--- src/rtl/pipe_pkg.sv ---
// Shared pipeline types and constants for the
// fetch/decode front end.
package pipe_pkg;

   localparam int XLEN = 64;
   localparam int ILEN = 32;

   localparam logic [ILEN-1:0] NOP = 32'h0000_0013;

   typedef enum logic [1:0] {
      S_IDLE,
      S_FETCH,
      S_WAIT,
      S_HOLD
   } if_state_e;

   function automatic logic [XLEN-1:0] pc_align(
      input logic [XLEN-1:0] a
   );
      return a & ~64'h3;
   endfunction

   function automatic logic [XLEN-1:0] pc_inc(
      input logic [XLEN-1:0] a
   );
      return a + 64'd4;
   endfunction

endpackage

--- src/rtl/if_hold_buf.sv ---
// One-entry skid buffer for a fetched word that
// arrives while decode is stalled.
module if_hold_buf
   import pipe_pkg::*;
(
   input  logic            clk,
   input  logic            rst_n,
   input  logic            load,
   input  logic            drain,
   input  logic            clear,
   input  logic [ILEN-1:0] ld_instr,
   input  logic [XLEN-1:0] ld_pc,
   output logic            full,
   output logic [ILEN-1:0] buf_instr,
   output logic [XLEN-1:0] buf_pc
);

   always_ff @(posedge clk or negedge rst_n) begin
      if (!rst_n) begin
         full      <= 1'b0;
         buf_instr <= NOP;
         buf_pc    <= '0;
      end else if (clear || drain) begin
         full      <= 1'b0;
      end else if (load) begin
         full      <= 1'b1;
         buf_instr <= ld_instr;
         buf_pc    <= ld_pc;
      end
   end

endmodule

--- src/rtl/if_id_stage.sv ---
// Instruction fetch with IF/ID register: one
// outstanding imem request, redirect flush.
module if_id_stage
   import pipe_pkg::*;
#(
   parameter logic [63:0] RESET_PC = 64'h0
) (
   input  logic        clk,
   input  logic        rst_n,
   output logic        imem_req_valid,
   output logic [63:0] imem_req_addr,
   input  logic        imem_req_ready,
   input  logic        imem_rsp_valid,
   input  logic [31:0] imem_rsp_data,
   input  logic        redirect_valid,
   input  logic [63:0] redirect_pc,
   input  logic        id_stall,
   output logic        id_valid,
   output logic [31:0] id_instr,
   output logic [63:0] id_pc
);

   if_state_e       state, state_d;
   logic [XLEN-1:0] pc, pc_d;
   logic            drop, drop_d;
   logic            vld_d;
   logic [ILEN-1:0] instr_d;
   logic [XLEN-1:0] idpc_d;
   logic            buf_load, buf_drain, buf_clear;
   logic            buf_full;
   logic [ILEN-1:0] buf_instr;
   logic [XLEN-1:0] buf_pc;
   logic            take;

   if_hold_buf u_hold (
      .clk       (clk),
      .rst_n     (rst_n),
      .load      (buf_load),
      .drain     (buf_drain),
      .clear     (buf_clear),
      .ld_instr  (imem_rsp_data),
      .ld_pc     (pc),
      .full      (buf_full),
      .buf_instr (buf_instr),
      .buf_pc    (buf_pc)
   );

   assign imem_req_valid = (state == S_FETCH);
   assign imem_req_addr  = pc;
   assign take           = !id_stall || !id_valid;

   always_comb begin
      state_d   = state;
      pc_d      = pc;
      drop_d    = drop;
      vld_d     = id_valid;
      instr_d   = id_instr;
      idpc_d    = id_pc;
      buf_load  = 1'b0;
      buf_drain = 1'b0;
      buf_clear = 1'b0;

      // a consumed ID slot empties unless refilled below
      if (!id_stall) begin
         vld_d   = 1'b0;
         instr_d = NOP;
      end

      if (redirect_valid) begin
         vld_d     = 1'b0;
         instr_d   = NOP;
         buf_clear = 1'b1;
         pc_d      = pc_align(redirect_pc);
         drop_d    = 1'b0;
         state_d   = S_FETCH;
         unique case (state)
            S_FETCH: begin
               if (imem_req_ready) begin
                  drop_d  = 1'b1;
                  state_d = S_WAIT;
               end
            end
            S_WAIT: begin
               if (!imem_rsp_valid) begin
                  drop_d  = 1'b1;
                  state_d = S_WAIT;
               end
            end
            default: ;
         endcase
      end else begin
         unique case (state)
            S_IDLE: state_d = S_FETCH;
            S_FETCH: begin
               if (imem_req_ready)
                  state_d = S_WAIT;
            end
            S_WAIT: begin
               unique case (1'b1)
                  imem_rsp_valid && drop: begin
                     drop_d  = 1'b0;
                     state_d = S_FETCH;
                  end
                  imem_rsp_valid && !drop && take: begin
                     vld_d   = 1'b1;
                     instr_d = imem_rsp_data;
                     idpc_d  = pc;
                     pc_d    = pc_inc(pc);
                     state_d = S_FETCH;
                  end
                  imem_rsp_valid && !drop && !take: begin
                     buf_load = 1'b1;
                     pc_d     = pc_inc(pc);
                     state_d  = S_HOLD;
                  end
                  default: ;
               endcase
            end
            S_HOLD: begin
               if (!id_stall && buf_full) begin
                  vld_d     = 1'b1;
                  instr_d   = buf_instr;
                  idpc_d    = buf_pc;
                  buf_drain = 1'b1;
                  state_d   = S_FETCH;
               end
            end
         endcase
      end
   end

   always_ff @(posedge clk or negedge rst_n) begin
      if (!rst_n) begin
         state    <= S_IDLE;
         pc       <= pc_align(RESET_PC);
         drop     <= 1'b0;
         id_valid <= 1'b0;
         id_instr <= NOP;
         id_pc    <= RESET_PC;
      end else begin
         state    <= state_d;
         pc       <= pc_d;
         drop     <= drop_d;
         id_valid <= vld_d;
         id_instr <= instr_d;
         id_pc    <= idpc_d;
      end
   end

endmodule

--- config.mk ---
export PLATFORM = sky130hd
export DESIGN_NAME = if_id_stage
export DESIGN_NICKNAME = d
export VERILOG_FILES = /design/src/rtl/pipe_pkg.sv /design/src/rtl/if_hold_buf.sv /design/src/rtl/if_id_stage.sv
export SDC_FILE = /design/constraint.sdc
export NUM_CORES = 1
export LEC_CHECK = 0
export BUFFER_PORTS_ARGS = -buffer_cell sky130_fd_sc_hd__clkbuf_2
export CAP_MARGIN = 40
export CORE_MARGIN = 8
export CORE_UTILIZATION = 42
export DETAILED_ROUTE_END_ITERATION = 10
export SETUP_SLACK_MARGIN = 0.05
export SYNTH_ARGS = -nofsm -noshare
export SYNTH_HDL_FRONTEND = slang
export SYNTH_SLANG_ARGS = --single-unit
--- constraint.sdc ---
create_clock -name clk -period 2.7 [get_ports clk]
set_clock_uncertainty 0.2 [all_clocks]
set_input_delay 0.54 -clock clk [delete_from_list [all_inputs] [get_ports clk]]
set_output_delay 0.54 -clock clk [all_outputs]
set_load 0.1 [all_outputs]
==> flow_summary.yaml, run 1 <==
sta:
  fin_ws_ns: 0.172
  max_freq_mhz: 396
  period_needed_ns: 2.53
  tightest_slew_ns: 0.614
  final_max_slew_viol_count: 0
  finalHoldViolations: 0
  tns_ns: 0
  slew_headroom: 0.587
  hold_ws_ns: 0.0214
  setup_violations: 0
  rsz0062_at_grt: "true"
  fin_crit_sh: 0.936
placed_design:
  gp_congestion: 0.767
  dp_slack_ns: 0.0499
  place_hpwl_um: 22100
  io_buffers: 257
critical_path:
  crit_type: "flop to primary output"
  max_stage_delay_ns: 0.47
  path_buf_inv: 3
  worstPathCellList: "buf_4 > inv_1 > ha_1 > buf_2"
  cp.arrival_ns: 1.79
  r2r_cells: 9
  r2r_slack_ns: 0.22
  worst_setup_path_start_kind: "flop"
  r2r-start: "state[0]"
  worstReg2RegEnd: "imem_req_addr[46]"
  slowest_stage: "buf_2"
  required_ns: 1.96
  cp_max_fo: 4
  cpLargestDelayFamily: "buffers and inverters"
  endpoint_kind: "primary output"
drt:
  vias: 8932
  dr.pass1.iters: 5
  wl_per_cell_um: 18.8
  via_per_inst: 5.17
  routed_wirelength_um: 32400
  postRouteAntennaNets: 0
  drt_iter0_drc: 646
  drc: 0
synthesis:
  postSynthCellCount: 1051
  synth_top_cell_area_share: 0.533
  synthArstFlopShare: 1.00
  synth.area.mux_share: 0.149
  synth_xor_area_frac: 0.0449
  netlist_top_cells_area: "dfrtp_1 53%, mux2_2 9.4%, mux2i_1 5.5%"
  yosys_warnings: 0
  syn_avg_cell_area_um2: 11.1
  synthAdderAreaFrac: 0.00428
  synth_compound_area_frac: 0.0886
  ys.flop_type: "dfrtp_1"
  synth_top_family_by_area: "multiplexers"
  synth_edf_count: 0
  syn_area_um2: 11700
  yosys.cell_types.count: 53
  seq_area_frac_synth: 0.546
  post-synth-top-area-cell: "dfrtp_1"
  yosys.area_share.simple: 0.135
  ys_seq_elements: 255
clock_tree:
  clk_root_buffer_cell: "clkbuf_16"
  clk_path_buf_depth: 3
  clock_sink_count: 255
  htreeDepth: 1
  clkLatencyLatePin_ns: 0.54
  clk_pin_slew_worst_paths_ns: 0.06
  cts_tree: "done"
  numCtsBuffers: 28
worst_hold_path:
  hp-start: "redirect_pc[60]"
  hold_depth: 3
  hp-class: "input port to flop"
  worst_hold_path.endpoint: "imem_req_addr[60]"
power:
  clockPowerShare: 0.250
  intPower_mw: 8.29
  ir_worst_vdd_mv: 0.584
  switching_share: 0.490
  power_switching_mw: 7.95
  fin_total_pwr_mw: 16.2
  leakage_nw: 6.77
  comb_power_share: 0.440
  pwr-share-seq: 0.310
  power_density_nw_per_um2: 1090
floorplan:
  design.die.area_um2: 33400
  num_rows: 61
  io_pins: 264
  die_y_um: 183
  initial_core_util: 0.423
  dieWidth_um: 183
  core_um2: 27600
final_layout:
  final_cell_mix: "254 x clkbuf_2, 205 x dfrtp_1, 118 x nor2_1"
  final_common_cell: "clkbuf_2"
  fin_nets: 1434
  drive_above_1_share: 0.385
  area_growth_pct: 27.3
flow_run:
  cap_violations: 0
status:
  outcome: "completed"
global_routing:
  grt_pass1_vias: 9339
  grt_overflow: 0
  grt_max_degree: 83
  grt_use_total: 0.190
  grt_pass1_wl_um: 51700
  antenna_found_initial: 2
## worst max path at each step
stage,depth (start not counted),endpoint,start
2_1_floorplan,6,imem_req_addr[62],imem_req_addr[48]
3_3_place_gp,8,imem_req_addr[56],state[0]
3_5_place_dp,7,imem_req_addr[56],imem_rsp_valid
4_1_cts,4,imem_req_valid,state[1]
5_1_grt,10,imem_req_addr[47],state[0]
6_report,4,imem_req_valid,state[1]
## synthesized netlist by cell type (all sizes together), types with 3 or more instances
library cell	instances
a222oi	29
nand2b	4
dfrtp	249
nor4	13
nand4b	3
ha	4
a211o	3
inv	11
nor2b	4
o21ai	63
xor2	17
mux2i	64
nand2	95
nand4	20
clkbuf	43
a21oi	67
nor3	23
and3	4
nor2	121
xnor2	43
dfstp	6
mux2	98
nand3	21
buf	27
## cells by family (layout without fill, tap and decap cells)
family / count (synthesis) / count (layout)
DFF: 255 / 255
buffers and inverters: 81 / 377
adders and majority gates: 4 / 4
other: 1 / 5
AOI/OAI and AO/OA: 170 / 170
xor gates and xnor gates: 60 / 60
muxes: 162 / 162
and+or+nand+nor: 318 / 318
## through the flow
stage | instances | cell area, um^2 | util
final | 1729 | 14900 | 0.539
after floorplan | 1054 | 11800 | -
after global placement | 1656 | 13600 | 0.494
after detailed placement | 1656 | 13600 | 0.494
after global routing | 1729 | 14900 | 0.539
after CTS | 1724 | 14800 | 0.536
## per-layer routing
layer / GRT usage / part of all wire / vias to the layer above
met1: 0.241 / 0.43 / 4379
met3: 0.0724 / 0.096 / 40
li1: - / - / 4273
met4: 0.0436 / 0.017 / 2
met5: 0 / 0.00040 / -
met2: 0.304 / 0.46 / 238
## state kept, by name, indices dropped and copies added (netlist names)
register / flops
drop: 1
id_instr: 32
id_pc: 62
id_valid: 1
imem_req_addr: 62
state: 2
u_hold.buf_instr: 32
u_hold.buf_pc: 62
u_hold.full: 1
## area by class of cell
| type | count | area [um^2] |
|---|---|---|
| Fill cell | 2535 | 12700 |
| Sequential cell | 255 | 6450 |
| Multi-Input combinational cell | 718 | 5010 |
| Timing Repair Buffer | 314 | 1920 |
| Clock buffer | 42 | 835 |
| Tap cell | 378 | 473 |
| Clock inverter | 10 | 155 |
| Inverter | 11 | 41.3 |
| Antenna cell | 1 | 2.50 |
## repair_timing
action	CTS	global route
cloned	0	1
endpoints found under the hold margin	61	1
setup endpoints to repair	2	47
gates resized for setup	1	4
setup buffers	0	2
hold buffers	16	1
pin swaps	0	2
## power by group through the flow
stage,clock [mW],combinational [mW],sequential [mW]
after floorplan,0,1.44,9.38
after global placement,0,7.10,5.08
after detailed placement,0,7.14,5.10
after CTS,4.18,7.17,5.04
after global routing,4.34,7.49,5.13
final,4.06,7.15,5.04
## worst register-to-register path, cell delays in order (launching register included)
cell      delay, ns
dfrtp_1        0.37
inv_1          0.07
ha_1           0.25
nand4b_2       0.21
nor3_4         0.26
buf_12         0.15
nand2_2        0.14
nor4_1         0.36
xor2_1         0.10
mux2_2         0.26
Power figures use the tool's default switching activity.
==> run 2, diff against run 1 <==
--- a/constraint.sdc
+++ b/constraint.sdc
@@ -4,2 +4,2 @@
 set_output_delay 0.54 -clock clk [all_outputs]
-set_load 0.1 [all_outputs]
+set_load 0.05 [all_outputs]
==> flow_summary.yaml, run 2 (synthesis gave the netlist of run 1 again) <==
sta:
  finalHoldViolations: 0
  fin_crit_sh: 0.929
  period_needed_ns: 2.51
  slew_headroom: 0.666
  max_freq_mhz: 399
  tns_ns: 0
  tightest_slew_ns: 0.497
  setup_violations: 0
  rsz0062_at_grt: "true"
  final_max_slew_viol_count: 0
critical_path:
  slowest_stage: "dfrtp_1"
  required_ns: 2.92
  endpoint_kind: "flop"
  r2r-start: "state[0]"
  worstPathCellList: "inv_1 > ha_2 > nand4b_2 > nor3_4 > buf_12 > nand2_2 > nor4_2 > xor2_1 > mux2_2"
  cpLargestDelayFamily: "simple AND/OR/NAND/NOR gates"
  worst_setup_path_start_kind: "flop"
  crit_type: "flop to flop"
  setup.worst_path.start: "state[0]"
  cp.arrival_ns: 2.73
  path_buf_inv: 2
  max_stage_delay_ns: 0.37
  cp_max_fo: 11
floorplan:
  die_y_um: 183
  initial_core_util: 0.423
  io_pins: 264
  num_rows: 61
  design.die.area_um2: 33400
  dieWidth_um: 183
  core_um2: 27600
drt:
  via_per_inst: 5.17
  drc: 0
  drt_iter0_drc: 619
  postRouteAntennaNets: 0
  vias: 8915
  routed_wirelength_um: 32200
  wl_per_cell_um: 18.7
  dr.pass1.iters: 7
placed_design:
  dpl_cell_area_um2: 13700
  place_hpwl_um: 22700
  gp_congestion: 0.777
  io_buffers: 257
global_routing:
  grt_overflow: 0
  grt_pass1_vias: 9268
  grt_use_total: 0.189
  grt_max_degree: 74
  grt_pass1_wl_um: 51600
  antenna_found_initial: 2
clock_tree:
  htreeDepth: 1
  cts_tree: "done"
  clk_root_buffer_cell: "clkbuf_16"
  clkLatencyLatePin_ns: 0.53
  numCtsBuffers: 29
  clk_pin_slew_worst_paths_ns: 0.06
  clk_path_buf_depth: 3
  clock_sink_count: 255
worst_hold_path:
  hp-class: "input port to flop"
  hp-start: "redirect_pc[41]"
power:
  power_density_nw_per_um2: 937
  leakage_nw: 6.82
  ir_worst_vdd_mv: 0.532
final_layout:
  area_growth_pct: 26.4
  diodes: 0
  multi_input_area_um2: 5020
  post-route-util: 0.535
  fin_nets: 1429
  final_area_um2: 14800
  drive_above_1_share: 0.366
  final_cell_mix: "255 x clkbuf_2, 247 x dfrtp_1, 118 x nor2_1"
  fillers: 2553
  ff_latch_area_um2: 6390
  final_common_cell: "clkbuf_2"
status:
  outcome: "completed"
flow_run:
  cap_violations: 0
## run 2: final timing paths
kind                                          end  slack, ns  cells after the start
worst max-delay path            imem_req_addr[46]       0.19                      9
min in group asynchronous               id_pc[22]       0.31                      2
max in group asynchronous       u_hold.buf_pc[50]       1.25                      3
worst min-delay path            imem_req_addr[41]       0.02                      3
worst max register to register  imem_req_addr[46]       0.19                      9
worst min register to register  u_hold.buf_pc[30]       0.30                      1
## run 2: routing by layer
layer / GRT usage / wire length (um) / vias to the layer above
met4: 0.0387 / 554 / 4
li1: - / - / 4262
met2: 0.307 / 14700 / 236
met1: 0.248 / 14200 / 4368
met5: 0 / 23 / -
met3: 0.0594 / 2720 / 45
## run 2: report_power, final
group / switching (mW) / internal, mW / leakage (nW)
sequential: 0.467 / 4.52 / 3.26
clock: 1.55 / 2.52 / 0.501
combinational: 3.55 / 1.25 / 3.06
## run 2: timing repair
item,in CTS,in global routing
setup endpoints to repair,2,80
pin swaps,0,1
gates resized for setup,1,4
hold endpoints to repair,40,0
buffers inserted,0,1
hold buffers,3,0
## run 2: final cells by class
type,count,area share
Multi-Input combinational cell,718,0.340
Clock inverter,9,0.00838
Timing Repair Buffer,308,0.125
Tap cell,378,0.0320
Clock buffer,44,0.0597
Inverter,11,0.00279
Sequential cell,255,0.432
## run 2: per-stage QoR
step	setup slack, ns	hold WS (ns)	std cells	power (mW)
global route	-0.00262	0.0167	1723	14.6
CTS	0.0589	0.00176	1722	14.0
detailed placement	0.00795	0.279	1666	9.91
floorplan	0.134	0.0444	1054	8.50
finish	0.191	0.0244	1723	13.9
global placement	0.0341	0.271	1666	9.84
## run 2: tightest hold or removal path: stages
cell      delay (ns)
clkbuf_2        0.09
nand2_1         0.04
o21ai_0         0.05
==> run 3, diff against run 2 <==
BUFFER_PORTS_ARGS = not set   (was -buffer_cell sky130_fd_sc_hd__clkbuf_2)
DONT_BUFFER_PORTS = 1   (was not set)
==> flow_summary.yaml, run 3 (synthesis gave the netlist of run 1 again) <==
status:
  outcome: "finished, violations left"
  violations: "hold timing"
clock_tree:
  htreeDepth: 1
  clk_root_buffer_cell: "clkbuf_16"
  clock_sink_count: 255
  numCtsBuffers: 28
  cts_tree: "done"
  clk_path_buf_depth: 3
  clkLatencyLatePin_ns: 0.54
  ctsHoldBuffers: 133
  clk_pin_slew_worst_paths_ns: 0.06
sta:
  setup_violations: 0
  fin_crit_sh: 0.943
  rsz0062_at_grt: "true"
  hold_ws_ns: -0.498
  max_freq_mhz: 393
  finalHoldViolations: 255
  tightest_slew_ns: 0.692
  period_needed_ns: 2.55
  tns_ns: 0
  fin_ws_ns: 0.153
  slew_headroom: 0.539
  final_max_slew_viol_count: 0
global_routing:
  grt_overflow: 0
  grt_use_total: 0.189
  antenna_found_initial: 2
  grt_max_degree: 256
  grt_pass1_wl_um: 51100
  grt_pass1_vias: 8870
critical_path:
  worst_setup_path_start_kind: "flop"
  crit_type: "flop to flop"
  endpoint_kind: "flop"
  r2r-start: "state[0]"
  r2r_slack_ns: 0.15
  worstReg2RegEnd: "imem_req_addr[10]"
  cp.arrival_ns: 2.76
  endpoint: "imem_req_addr[10]"
  cp_max_fo: 5
  r2r_cells: 9
  required_ns: 2.91
  setup.worst_path.start: "state[0]"
placed_design:
  place_inst: 1445
  gp_congestion: 0.789
  dp_slack_ns: 0.0899
  io_buffers: 0
  place_hpwl_um: 21000
  dpl_cell_area_um2: 12600
drt:
  vias: 8640
  routed_wirelength_um: 32400
  wl_per_cell_um: 19.9
  drc: 0
  dr.pass1.iters: 6
  via_per_inst: 5.30
  drt_iter0_drc: 587
  postRouteAntennaNets: 0
floorplan:
  num_rows: 61
  core_um2: 27600
  design.die.area_um2: 33400
  initial_core_util: 0.423
  io_pins: 264
  dieWidth_um: 183
  die_y_um: 183
power:
  fin_total_pwr_mw: 13.1
  power_density_nw_per_um2: 880
  ir_worst_vdd_mv: 0.554
  leakage_nw: 6.36
flow_run:
  cap_violations: 0
final_layout:
  area_growth_pct: 27.3
  drive_above_1_share: 0.212
  final_cell_mix: "247 x dfrtp_1, 132 x dlygate4sd3_1, 118 x nor2_1"
  final_common_cell: "dfrtp_1"
  post-route-util: 0.539
  final_area_um2: 14900
  stdcell_count: 1631
  fin_nets: 1337
worst_hold_path:
  hp-class: "input port to asynchronous set/reset pin"
[run 3: cell types whose count changed in the layout (fill, tap and decap cells not counted), moves of 2 or more]
cell           before  now
nor4_1              2    4
nor4_2              7    5
clkbuf_8           10    7
dlygate4sd3_1       3  132
buf_4              36   78
clkbuf_1            5    8
clkbuf_2          255    0
bufinv_16           3    1
buf_12             13    6
[run 3: worst min path at each step]
stage	startpoint	cells after the start	slack, ns	to
3_5_place_dp	rst_n	0	0.06	u_hold.buf_pc[22]
4_1_cts	rst_n	0	-0.53	u_hold.buf_pc[25]
5_1_grt	rst_n	0	-0.54	id_pc[20]
2_1_floorplan	rst_n	0	0.04	drop
6_report	rst_n	0	-0.50	id_pc[20]
3_3_place_gp	rst_n	0	0.06	id_pc[22]
[run 3: critical path, cell delays in order (launching register included)]
cell and delay [ns]:
dfrtp_1 0.38, inv_1 0.07, ha_2 0.25, nand4b_2 0.21, nor3_4 0.27, buf_12 0.15, buf_4 0.15, xnor2_1 0.11
o21ai_0 0.09, dlygate4sd3_1 0.56
[run 3: cell type report]
cell class | instances | area (um^2)
diodes | 1 | 2.50
clock buffers | 44 | 852
clock inverters | 7 | 62.6
fillers | 2405 | 12700
inverters | 11 | 41.3
multi-input cells | 718 | 5010
flip-flops and latches | 255 | 6390
well taps | 378 | 473
repair buffers | 217 | 2050
[run 3: repair_timing]
item,CTS,global route
hold endpoints to repair,384,255
setup buffers,0,1
gates resized for setup,0,4
endpoints found under the setup margin,0,115
[run 3: layer usage]
metal | GRT usage | wire length, um | up-vias
li1 | - | - | 4068
met1 | 0.244 | 13600 | 4264
met2 | 0.297 | 15000 | 259
met3 | 0.0712 | 3220 | 45
met4 | 0.0468 | 600 | 4
met5 | 0 | 23 | -
[run 3: report_power, final]
part	switching (mW)	total, mW	internal (mW)
sequential	2.38	6.86	4.49
combinational	1.44	2.45	1.01
clock	1.54	3.79	2.25
total	5.36	13.1	7.74
